### config.mk
export PLATFORM = sky130hd
export DESIGN_NAME = keypad_matrix_scanner
export DESIGN_NICKNAME = d
export VERILOG_FILES = /design/src/rtl/keypad_matrix_scanner.sv
export SDC_FILE = /design/constraint.sdc
export NUM_CORES = 1
export LEC_CHECK = 0
export CAP_MARGIN = 10
export CORE_AREA = 2 2 104 106
export DETAILED_ROUTE_END_ITERATION = 10
export DIE_AREA = 0 0 106 108
export HOLD_SLACK_MARGIN = 0.06
export PLACE_DENSITY = 0.76
export SLEW_MARGIN = 20
export SYNTH_ARGS = -nofsm -noshare
export SYNTH_HDL_FRONTEND = slang
export SYNTH_SLANG_ARGS = --single-unit
### constraint.sdc
create_clock -name clk -period 23.4 [get_ports clk]
set_input_delay 2.34 -clock clk [delete_from_list [all_inputs] [get_ports clk]]
set_output_delay 2.34 -clock clk [all_outputs]
set_load 0.005 [all_outputs]
### src/rtl/keypad_matrix_scanner.sv
// rtl/keypad_matrix_scanner.sv - column-strobed key matrix scanner with frame debounce and key events
// A single key gives press/release/repeat events; chords are flagged and suppressed until full release.
module keypad_matrix_scanner #(
   parameter int ROWS            = 4,
   parameter int COLS            = 4,
   parameter int SCAN_DIV        = 50,
   parameter int DEBOUNCE_FRAMES = 3,
   parameter int REPEAT_FRAMES   = 0,
   localparam int RW             = $clog2(ROWS),
   localparam int CW             = $clog2(COLS)
) (
   input  logic             clk,
   input  logic             rst,
   input  logic [ROWS-1:0]  keyboard_row,
   output logic [COLS-1:0]  keyboard_col,
   output logic             key_valid,
   output logic             key_up,
   output logic [RW+CW-1:0] key_code,
   output logic             key_pressed,
   output logic             multi_key
);
   localparam int N  = ROWS * COLS;
   localparam int DW = $clog2(SCAN_DIV);
   localparam int SW = $clog2(DEBOUNCE_FRAMES + 1);
   localparam int PW = $clog2(REPEAT_FRAMES + 2);

   typedef enum logic [1:0] {IDLE, HELD, SWAP, MULTI} state_t;

   logic [ROWS-1:0]  row_s1_q, row_s1_d, row_s2_q, row_s2_d;
   logic [DW-1:0]    dwell_q, dwell_d;
   logic [CW-1:0]    col_q, col_d;
   logic [COLS-1:0]  kcol_q, kcol_d;
   logic [N-1:0]     acc_q, acc_d, raw_q, raw_d, deb_q, deb_d;
   logic [SW-1:0]    stab_q, stab_d;
   logic [PW-1:0]    rep_q, rep_d;
   state_t           state_q, state_d;
   logic [RW+CW-1:0] code_q, code_d;
   logic             valid_q, valid_d, up_q, up_d, pressed_q, pressed_d, multi_q, multi_d;

   logic [N-1:0]     new_frame;
   logic             sample, frame_end;
   logic [1:0]       n_keys;
   logic [RW-1:0]    hit_r;
   logic [CW-1:0]    hit_c;
   logic [RW+CW-1:0] hit_code;

   always_comb begin
      row_s1_d  = keyboard_row;
      row_s2_d  = row_s1_q;
      dwell_d   = dwell_q + DW'(1);
      col_d     = col_q;
      kcol_d    = kcol_q;
      acc_d     = acc_q;
      raw_d     = raw_q;
      deb_d     = deb_q;
      stab_d    = stab_q;
      rep_d     = rep_q;
      state_d   = state_q;
      code_d    = code_q;
      valid_d   = 1'b0;
      up_d      = 1'b0;
      n_keys    = 2'd0;
      hit_r     = '0;
      hit_c     = '0;

      sample    = (dwell_q == DW'(SCAN_DIV - 1));
      frame_end = sample && (col_q == CW'(COLS - 1));

      // Frame bit r*COLS+c is 1 when key (r,c) is down
      new_frame = acc_q;
      for (int r = 0; r < ROWS; r++)
         new_frame[r*COLS + int'(col_q)] = ~row_s2_q[ROWS-1-r];

      if (sample) begin
         dwell_d = '0;
         acc_d   = new_frame;
         col_d   = frame_end ? '0 : col_q + CW'(1);
         for (int c = 0; c < COLS; c++)
            kcol_d[COLS-1-c] = (col_d != CW'(c));
      end

      if (frame_end) begin
         raw_d = new_frame;
         if (new_frame != raw_q)
            stab_d = SW'(1);
         else if (stab_q != SW'(DEBOUNCE_FRAMES))
            stab_d = stab_q + SW'(1);
         if (stab_d == SW'(DEBOUNCE_FRAMES))
            deb_d = new_frame;
      end

      for (int r = 0; r < ROWS; r++) begin
         for (int c = 0; c < COLS; c++) begin
            if (deb_d[r*COLS + c]) begin
               if (n_keys == 2'd0) begin
                  hit_r = RW'(r);
                  hit_c = CW'(c);
               end
               if (n_keys != 2'd2)
                  n_keys = n_keys + 2'd1;
            end
         end
      end
      hit_code = {hit_r, hit_c};

      // SWAP: key_up already sent for the old key; the new key is reported next frame
      if (frame_end) begin
         case (state_q)
            IDLE: begin
               if (n_keys == 2'd1) begin
                  state_d = HELD;
                  valid_d = 1'b1;
                  code_d  = hit_code;
                  rep_d   = '0;
               end else if (n_keys == 2'd2) begin
                  state_d = MULTI;
               end
            end
            HELD: begin
               if (n_keys == 2'd0) begin
                  state_d = IDLE;
                  up_d    = 1'b1;
               end else if (n_keys == 2'd2) begin
                  state_d = MULTI;
                  up_d    = 1'b1;
               end else if (hit_code != code_q) begin
                  state_d = SWAP;
                  up_d    = 1'b1;
               end else if (REPEAT_FRAMES > 0) begin
                  if (rep_q + PW'(1) == PW'(REPEAT_FRAMES)) begin
                     valid_d = 1'b1;
                     rep_d   = '0;
                  end else begin
                     rep_d = rep_q + PW'(1);
                  end
               end
            end
            SWAP: begin
               if (n_keys == 2'd0) begin
                  state_d = IDLE;
               end else if (n_keys == 2'd2) begin
                  state_d = MULTI;
               end else begin
                  state_d = HELD;
                  valid_d = 1'b1;
                  code_d  = hit_code;
                  rep_d   = '0;
               end
            end
            default: begin
               if (n_keys == 2'd0)
                  state_d = IDLE;
            end
         endcase
      end

      pressed_d = (state_d == HELD) || (state_d == SWAP);
      multi_d   = (state_d == MULTI);
   end

   always_ff @(posedge clk or posedge rst) begin
      if (rst) begin
         row_s1_q  <= '1;
         row_s2_q  <= '1;
         dwell_q   <= '0;
         col_q     <= '0;
         kcol_q    <= {1'b0, {(COLS-1){1'b1}}};
         acc_q     <= '0;
         raw_q     <= '0;
         deb_q     <= '0;
         stab_q    <= '0;
         rep_q     <= '0;
         state_q   <= IDLE;
         code_q    <= '0;
         valid_q   <= 1'b0;
         up_q      <= 1'b0;
         pressed_q <= 1'b0;
         multi_q   <= 1'b0;
      end else begin
         row_s1_q  <= row_s1_d;
         row_s2_q  <= row_s2_d;
         dwell_q   <= dwell_d;
         col_q     <= col_d;
         kcol_q    <= kcol_d;
         acc_q     <= acc_d;
         raw_q     <= raw_d;
         deb_q     <= deb_d;
         stab_q    <= stab_d;
         rep_q     <= rep_d;
         state_q   <= state_d;
         code_q    <= code_d;
         valid_q   <= valid_d;
         up_q      <= up_d;
         pressed_q <= pressed_d;
         multi_q   <= multi_d;
      end
   end

   assign keyboard_col = kcol_q;
   assign key_valid    = valid_q;
   assign key_up       = up_q;
   assign key_code     = code_q;
   assign key_pressed  = pressed_q;
   assign multi_key    = multi_q;
endmodule

**Yosys cells after proc, flatten, opt, wreduce, memory -nomap -nowiden**

Index checks and enable logic that the tools add are counted.

- Flip-flop bits (word level): 80
- Logic and storage cells: 236
- Input port bits: 6
- Output and inout bits: 12

- Equal/unequal tests: 34
- Muxes and demuxes: 128
- Add/sub/neg operators: 21
- Reduce and logical (&&, ||, !) cells: 26
- $lt $le $gt $ge: 8
- Bitwise gates (word level): 4

Operators with widths:

| kind | number |
|---|---|
| two-way mux 2 bit | 93 |
| bitwise mux 16 bit | 4 |
| inequality test 2 bit (second input constant) | 21 |
| adder 2 x 1 -> 2 bit (second input constant) | 17 |
| logical NOT 2 bit | 17 |
| two-way mux 16 bit | 2 |
| two-way mux 1 bit | 18 |
| inequality test 16 bit | 1 |
| demux 1 bit (select 4 bit) | 3 |
| == test 2 bit (second input constant) | 6 |
| two-way mux 4 bit | 3 |
| adder 4 x 2 -> 5 bit (first input constant) | 2 |
| greater-or-equal comparator 5 x 1 -> 1 bit (second input constant) | 2 |
| < comparator 5 bit (second input constant) | 2 |
| one-hot mux 4 bit (2 select lines) | 1 |
| adder 6 x 1 -> 6 bit (second input constant) | 1 |
| == test 2 x 1 -> 1 bit (second input constant) | 3 |
| == test 6 bit (second input constant) | 1 |
| two-way mux 6 bit | 1 |
| one-hot mux 2 bit (3 select lines) | 1 |
| logical AND 1 bit | 5 |
| < comparator 2 x 5 -> 1 bit (second input constant) | 1 |
| < comparator 4 x 5 -> 1 bit (second input constant) | 1 |
| AND reduction 5 bit | 1 |
| other kinds (10) | 14 |

**Logic depth before layout (Yosys ltp)**

- Depth in word-level cells: 68
- Depth in mapped cells: 50
- Depth with buffers taken out: 44

**Worst setup path before layout**

Ideal clock, no wire load.

- Kind: flip-flop to flip-flop
- Start: reg col_q[0]
- End: reg pressed_q, in the netlist key_pressed
- Cell stages (with the launch flop): 48
- Period minus slack after synthesis: 9.995 ns
- Setup time: 0.126 ns
- Required time: 23.274 ns
- Buffers on the path: 5
- Path slack: 13.405 ns
- Arrival time: 9.869 ns
- Cells stage by stage: dfrtp_1 -> inv_1 -> ha_1 -> buf_6 -> or2_1 -> and3b_1 -> or4b_4 -> nor4_4 -> and4_1 -> buf_4 -> buf_2 -> buf_1 -> nand3_1 -> o21ai_0 -> ha_1 -> inv_1 -> a41oi_1 -> and2_1 -> (+12 left out) -> a21oi_2 -> a2111oi_2 -> a31oi_2 -> nor3_1 -> a211oi_1 -> o2111ai_2 -> a221o_1 -> nor2_1 -> nor2_1 -> ha_1 -> and2_1 -> buf_1 -> or3_1 -> o41ai_1 -> a211oi_1 -> o31ai_1 -> a22oi_1 -> ha_1

- Longest elaborated chain between the ends: 68
- Elaborated cells between the ends (all ways): 182
- Those cells by class: add/sub: 18; order compare: 8; eq/ne: 23; mux: 111; reduce/logical: 22

Ends and longest elaborated chain:

| what | line | RTL |
|---|---|---|
| from (decl) | 31 | `logic [CW-1:0] col_q, col_d;` |
| from (signal assigned) | 183 | `col_q <= col_d;` |
| adder 3 x 2 -> 4 bit, or another cell as far along | 72 | `new_frame[r*COLS + int'(col_q)] = ~row_s2_q[ROWS-1-r];` |
| < comparator 4 x 5 -> 1 bit (implied by the code), or another cell as far along | 72 |  |
| logical AND 1 bit (implied by the code) or two-way mux 1 bit (tied branches) | 72 |  |
| two-way mux 1 bit (implied by the code) or demux 1 bit (select 2 bit) (tied branches) | 72 |  |
| demux 1 bit (select 4 bit) or bitwise mux 16 bit (tied branches) | 72 |  |
| bitwise mux 16 bit (3 in series) | 72 |  |
| inequality test 16 bit | 84 | `if (new_frame != raw_q)` |
| two-way mux 2 bit | 84 |  |
| (+51 left out) | - |  |
| two-way mux 2 bit | 126 | `end else if (hit_code != code_q) begin` |
| two-way mux 2 bit | 123 | `end else if (n_keys == 2'd2) begin` |
| two-way mux 2 bit | 120 | `if (n_keys == 2'd0) begin` |
| one-hot mux 2 bit (3 select lines) | 108 | `case (state_q)` |
| two-way mux 2 bit (*) | 107 | `if (frame_end) begin` |
| == test 2 x 1 -> 1 bit or == test 2 bit (tied branches) | 157 | `pressed_d = (state_d == HELD) \|\| (state_d == SWAP);` |
| logical OR 1 bit (*) | 157 |  |
| net pressed_d | 38 | `logic valid_q, valid_d, up_q, up_d, pressed_q, pressed_d, multi_q, multi_d;` |
| to (signal assigned) | 194 | `pressed_q <= pressed_d;` |
| to (decl) | 38 |  |

Mark *: on every way through the listed nets, which the timed path passes. The rest lies on a longest branch. The select of a mux whose other input is x is not followed.
A chain may end at the register's enable or synchronous reset.

**Final worst setup path**

Ends and elaborated chain as after synthesis.

==> impl_metrics.py <==
metrics = {
    "run_status": {
        "status": "completed",
    },
    "clock_tree": {
        "ctsLongestPathBuffers": 2,
        "clk_latency_ns": 0.36,
        "htreeDepth": 3,
        "cts_tree": "built",
        "post_cts_buffers": 0,
        "cts_sinks": 80,
        "root_buffer": "clkbuf_8",
        "ctsResizeCount": 0,
        "cts_hold_buf": 0,
        "clk_pin_slew_worst_paths_ns": 0.09,
        "numCtsBuffers": 9,
    },
    "timing": {
        "final_hold_viol_count": 0,
        "fin_crit_ns": 11.55,
        "rsz0062_at_grt": "false",
        "whs_ns": 0.359,
        "fin_crit_sh": 0.494,
        "setup_violations": 0,
        "clock_skew_ns": 0.0144,
        "worst_pin_slew_ns": 0.914,
        "fmax_mhz": 86.6,
        "drv_slew": 0,
        "timing.final.ws_setup_ns": 11.85,
        "max-slew-margin-rel": 0.390,
        "tns_ns": 0,
    },
    "floorplanning": {
        "die_h_um": 108,
        "dieArea_um2": 11400,
        "io_pins": 18,
        "fp-row-count": 37,
        "start_util": 0.589,
        "core_um2": 10200,
        "fp.dieW_um": 106,
    },
    "placement": {
        "dp_slack_ns": 12.08,
        "portBuffers": 17,
        "dp_hpwl_um": 10500,
        "gp_congestion": 0.978,
    },
    "finish": {
        "final_cell_mix": "nand2_1, dfrtp_1, o21ai_0",
        "n_fill_cell": 849,
        "drive_above_1_share": 0.131,
        "fin_nets": 722,
        "n_antenna_cell": 0,
        "area_delta_synth_final_pct": 7.31,
    },
    "flow_run": {
        "maxCapViolCount": 0,
    },
    "power_and_ir_drop": {
        "leakagePower_nw": 2.88,
        "powerDensity_nw_per_um2": 39.4,
        "ir_worst_vdd_mv": 0.0277,
    },
    "worst_hold_path": {
        "hp-class": "register to register",
        "hold_depth": 0,
        "hold_end": "row_s2_q[2]$_DFF_PP1_",
        "hold_start": "row_s1_q[2]$_DFF_PP1_",
    },
    "setup_path": {
        "start_kind": "register",
        "worst_r2r_path_depth": 42,
        "ff2ff_setup_slack_ns": 11.85,
        "cp_num_buf_inv": 3,
        "cp_top_family": "simple AND/OR/NAND/NOR gates",
        "regToRegStartpoint": "col_q[0]$_DFFE_PP0P_",
        "cp.arrival_ns": 11.80,
        "timing.rr.end": "key_pressed$_DFF_PP0_",
        "cp_common_cell": "ha_1",
        "cpPeakStageDelay_ns": 0.77,
        "cp_max_fo": 23,
        "crit_path_top_delay_cell": "and4_1",
        "required_ns": 23.65,
        "cp-end-kind": "register",
        "timing.setup.critical_path_class": "register to register",
    },
    "logic_synthesis": {
        "ys_seq_area_frac": 0.335,
        "yosysTopAreaCell": "dfrtp_1",
        "syn_nets": 719,
        "synthCells": 696,
        "synth_ff_type": "dfrtp_1",
        "synth_area_um2": 6020,
        "synth_top_area_share": 0.287,
        "synth_area_leaders": "dfrtp_1, o21ai_0, dfstp_2, nand2_1, ha_1",
        "yosys_warnings": 0,
        "yosys.cell_types.count": 102,
        "synth_edf_count": 0,
        "synth_area_per_cell_um2": 8.65,
        "yosys_register_bits": 80,
        "ys_async_sr_fraction": 1.00,
    },
    "route": {
        "ant_nets": 0,
        "wl_um": 14300,
        "num_vias": 5368,
        "viasPerCell": 6.39,
        "wl_per_cell_um": 17.0,
        "drt_iter0_drc": 457,
        "firstDrtPassIters": 6,
        "drc": 0,
    },
    "global_route": {
        "grt_max_degree": 81,
        "grt_pass1_vias": 5032,
        "grt.overflow.total": 0,
        "antenna_found_initial": 0,
        "grt_pass1_wl_um": 24000,
        "grt_usage": 0.259,
    },
}
==> flip-flops by register name (all words and copies together) (netlist names), named ones only <==
| register | count |
|---|---|
| acc_q | 16 |
| deb_q | 16 |
| raw_q | 16 |
| dwell_q | 6 |
| key_code | 4 |
| keyboard_col | 4 |
| row_s1_q | 4 |
| row_s2_q | 4 |
| col_q | 2 |
| stab_q | 2 |
| key_pressed | 1 |
| key_up | 1 |
| key_valid | 1 |
| multi_key | 1 |
| state_q | 1 |
==> worst max path at each step <==
stage                                    start               endpoint  cells after the start
after detailed placement  col_q[0]$_DFFE_PP0P_  key_pressed$_DFF_PP0_                     42
final                     col_q[0]$_DFFE_PP0P_  key_pressed$_DFF_PP0_                     42
after floorplan           col_q[0]$_DFFE_PP0P_  key_pressed$_DFF_PP0_                     47
after global placement    col_q[0]$_DFFE_PP0P_  key_pressed$_DFF_PP0_                     42
after CTS                 col_q[0]$_DFFE_PP0P_  key_pressed$_DFF_PP0_                     42
after global routing      col_q[0]$_DFFE_PP0P_  key_pressed$_DFF_PP0_                     41
==> synthesized netlist by cell type, types with 4 or more instances <==
master    number
a211oi_1       8
a21boi_0       4
a21o_1        10
a21oi_1       35
a31oi_1       13
and2_1        17
and3_1        10
buf_2          4
buf_6          4
clkbuf_1      15
dfrtp_1       69
dfstp_2       11
ha_1          17
inv_1         24
mux2_4         5
mux2i_1       15
nand2_1       70
nand2b_1      26
nand3_1       22
nand4_1       11
nor2_1        56
nor2b_1        6
nor3_1        18
o211ai_1      10
o21ai_0       65
o31ai_1        5
or2_2          6
or3_1          9
or4_1          4
xnor2_1       12
xor2_1         5
==> kinds of logic (layout without fill, tap and decap cells) <==
| kind of cell | after synthesis | in the layout | synth area share |
|---|---|---|---|
| xor gates and xnor gates | 18 | 18 | 0.0274 |
| buffers and inverters | 57 | 65 | 0.0426 |
| adders and majority gates | 18 | 18 | 0.0370 |
| DFF | 80 | 80 | 0.335 |
| and+or+nand+nor | 282 | 282 | 0.250 |
| AOI/OAI and AO/OA | 216 | 216 | 0.258 |
| muxes | 25 | 25 | 0.0505 |
==> per-stage QoR <==
step                      total power, mW  instances  area [um^2]   util
after global routing                0.263        840         6460  0.632
after detailed placement            0.150        823         6230  0.609
after global placement              0.150        823         6230  0.609
after CTS                           0.257        839         6440  0.629
final                               0.255        840         6460  0.632
after floorplan                     0.147        696         6020      -
==> report_power, final <==
group / switching (mW) / internal, mW
clock: 0.0533 / 0.0537
combinational: 0.00471 / 0.00254
sequential: 0.000966 / 0.139
==> area by class of cell <==
| cell class | count | area [um^2] | share of cell area |
|---|---|---|---|
| Multi-Input combinational cell | 559 | 3750 | 0.581 |
| Sequential cell | 80 | 2020 | 0.312 |
| Timing Repair Buffer | 19 | 198 | 0.0306 |
| Tap cell | 136 | 170 | 0.0263 |
| Clock buffer | 10 | 138 | 0.0213 |
| Inverter | 30 | 114 | 0.0176 |
| Clock inverter | 6 | 75.1 | 0.0116 |
==> metal layers <==
metal,GRT usage,part of all wire,up-vias
met3,0.0434,0.056,26
met1,0.346,0.44,2564
met2,0.438,0.48,216
li1,-,-,2562
met5,0,0,-
met4,0.0724,0.016,0
No activity file was read; power rests on OpenSTA's default activity.
==> edit, RTL diff (same settings) <==
Put one more register stage on the output `key_valid`, with the module's reset. The value now appears one clock later. The other outputs are not delayed to match.
--- a/src/rtl/keypad_matrix_scanner.sv
+++ b/src/rtl/keypad_matrix_scanner.sv
@@ -197,7 +197,13 @@
    end
 
    assign keyboard_col = kcol_q;
-   assign key_valid    = valid_q;
+   always_ff @(posedge clk or posedge rst) begin
+      if (rst) begin
+         key_valid <= '0;
+      end else begin
+         key_valid <= valid_q;
+      end
+   end
    assign key_up       = up_q;
    assign key_code     = code_q;
    assign key_pressed  = pressed_q;
Formal check against the unedited RTL: no difference found for any inputs over 10 cycles, from zero or initial values and one cycle with rst high; that may be too few to reach the edited logic, so the function may still have changed.
==> edit against the unedited design <==
- final area increased by 0.35%
- worst setup slack got worse by 0.57 ns
- via count increased by 3.0%
- sequential cell count increased by 1
- routed wire length increased by 6.5%
- sequential share of layout area increased by 0.28 points
- hold slack got worse by 0.00064 ns
- total power decreased by 2.7%
- synthesized area increased by 1.0%
- count of clock-buffer cells in the layout decreased by 1
- highest routed layer unchanged
==> edit: results (changes against the unedited design) <==
- XOR/XNOR share of the synthesized area: 0.0259 (-0.00151)
- Cell leakage power: 2.72 nW (-5.3%)
- All-layer global routing usage: 0.282 (+0.0227)
- Cell with the largest stage delay on the worst path: sky130_fd_sc_hd__nand4_1
- Largest stage delay on the critical path: 0.79 ns (+0.02 ns)
- Switching component of the power: 0.0636 mW (+7.9%)
- Ranking of synthesized cells by area: sky130_fd_sc_hd__dfrtp_1 29%, sky130_fd_sc_hd__nand2_1 5.8%, sky130_fd_sc_hd__dfstp_2 4.8%
- Adder-cell area share of the yosys netlist: 0.0350 (-0.00201)
- Compound-Gate Fraction of Synth Area: 0.241 (-0.0167)
- Synth unique cells: 90 (-12%)
- Post-layout net count: 740 (+2.5%)
- Vias in the first global route: 5172 (+2.8%)
- Depth of the worst register-to-register path: 40 (-4.8%)
- Routing usage on met3: 0.0500 (+0.00663)
- Length of the first detailed-routing pass in iterations: 9 (+3)
- Post-detailed-route wirelength per cell: 17.7 µm (+4.2%)
- Worst EP arrival: 12.38 ns (+0.58 ns)
- Routed wl met3: 804 µm (+1.3%)
- Number of instances in the placed design: 842 (+2.3%)
- Final weighted congestion of routability-driven global placement: 0.894 (-8.5%)
- Result of the run: finished clean
- Filler instances: 896 (+5.5%)
- Drt initial violations: 418 (-8.5%)
- Fraction of the yosys area taken by sequential cells: 0.336 (+0.000809)
- Fraction of layout cells with a size suffix above 1: 0.0928 (-0.0379)
[edit: changes by cell type after synthesis, sizes merged, moves of 7 or more]
cell / change
o211ai: -8
nand4: -8
o21a: +7
nand2: +23
nor4: +7
[edit: cell type report]
class / instances / area (µm²) / share of cell area
tap: 136 / 170 / 0.0262
inverter: 27 / 106 / 0.0164
clock buffer: 9 / 124 / 0.0191
clock inverter: 7 / 63.8 / 0.00984
sequential: 81 / 2040 / 0.315
multi-input combinational: 579 / 3790 / 0.585
timing repair buffer: 19 / 189 / 0.0291
[edit: worst max path at each step]
stage / start / end / slack [ns] / cells after the start
floorplan: col_q[0] / key_pressed / 13.32 / 47
global placement: col_q[0] / key_pressed / 11.81 / 40
detailed placement: col_q[0] / key_pressed / 11.42 / 40
CTS: col_q[0] / key_pressed / 11.40 / 40
global route: col_q[0] / key_pressed / 9.95 / 40
finish: col_q[0] / key_pressed / 11.28 / 40
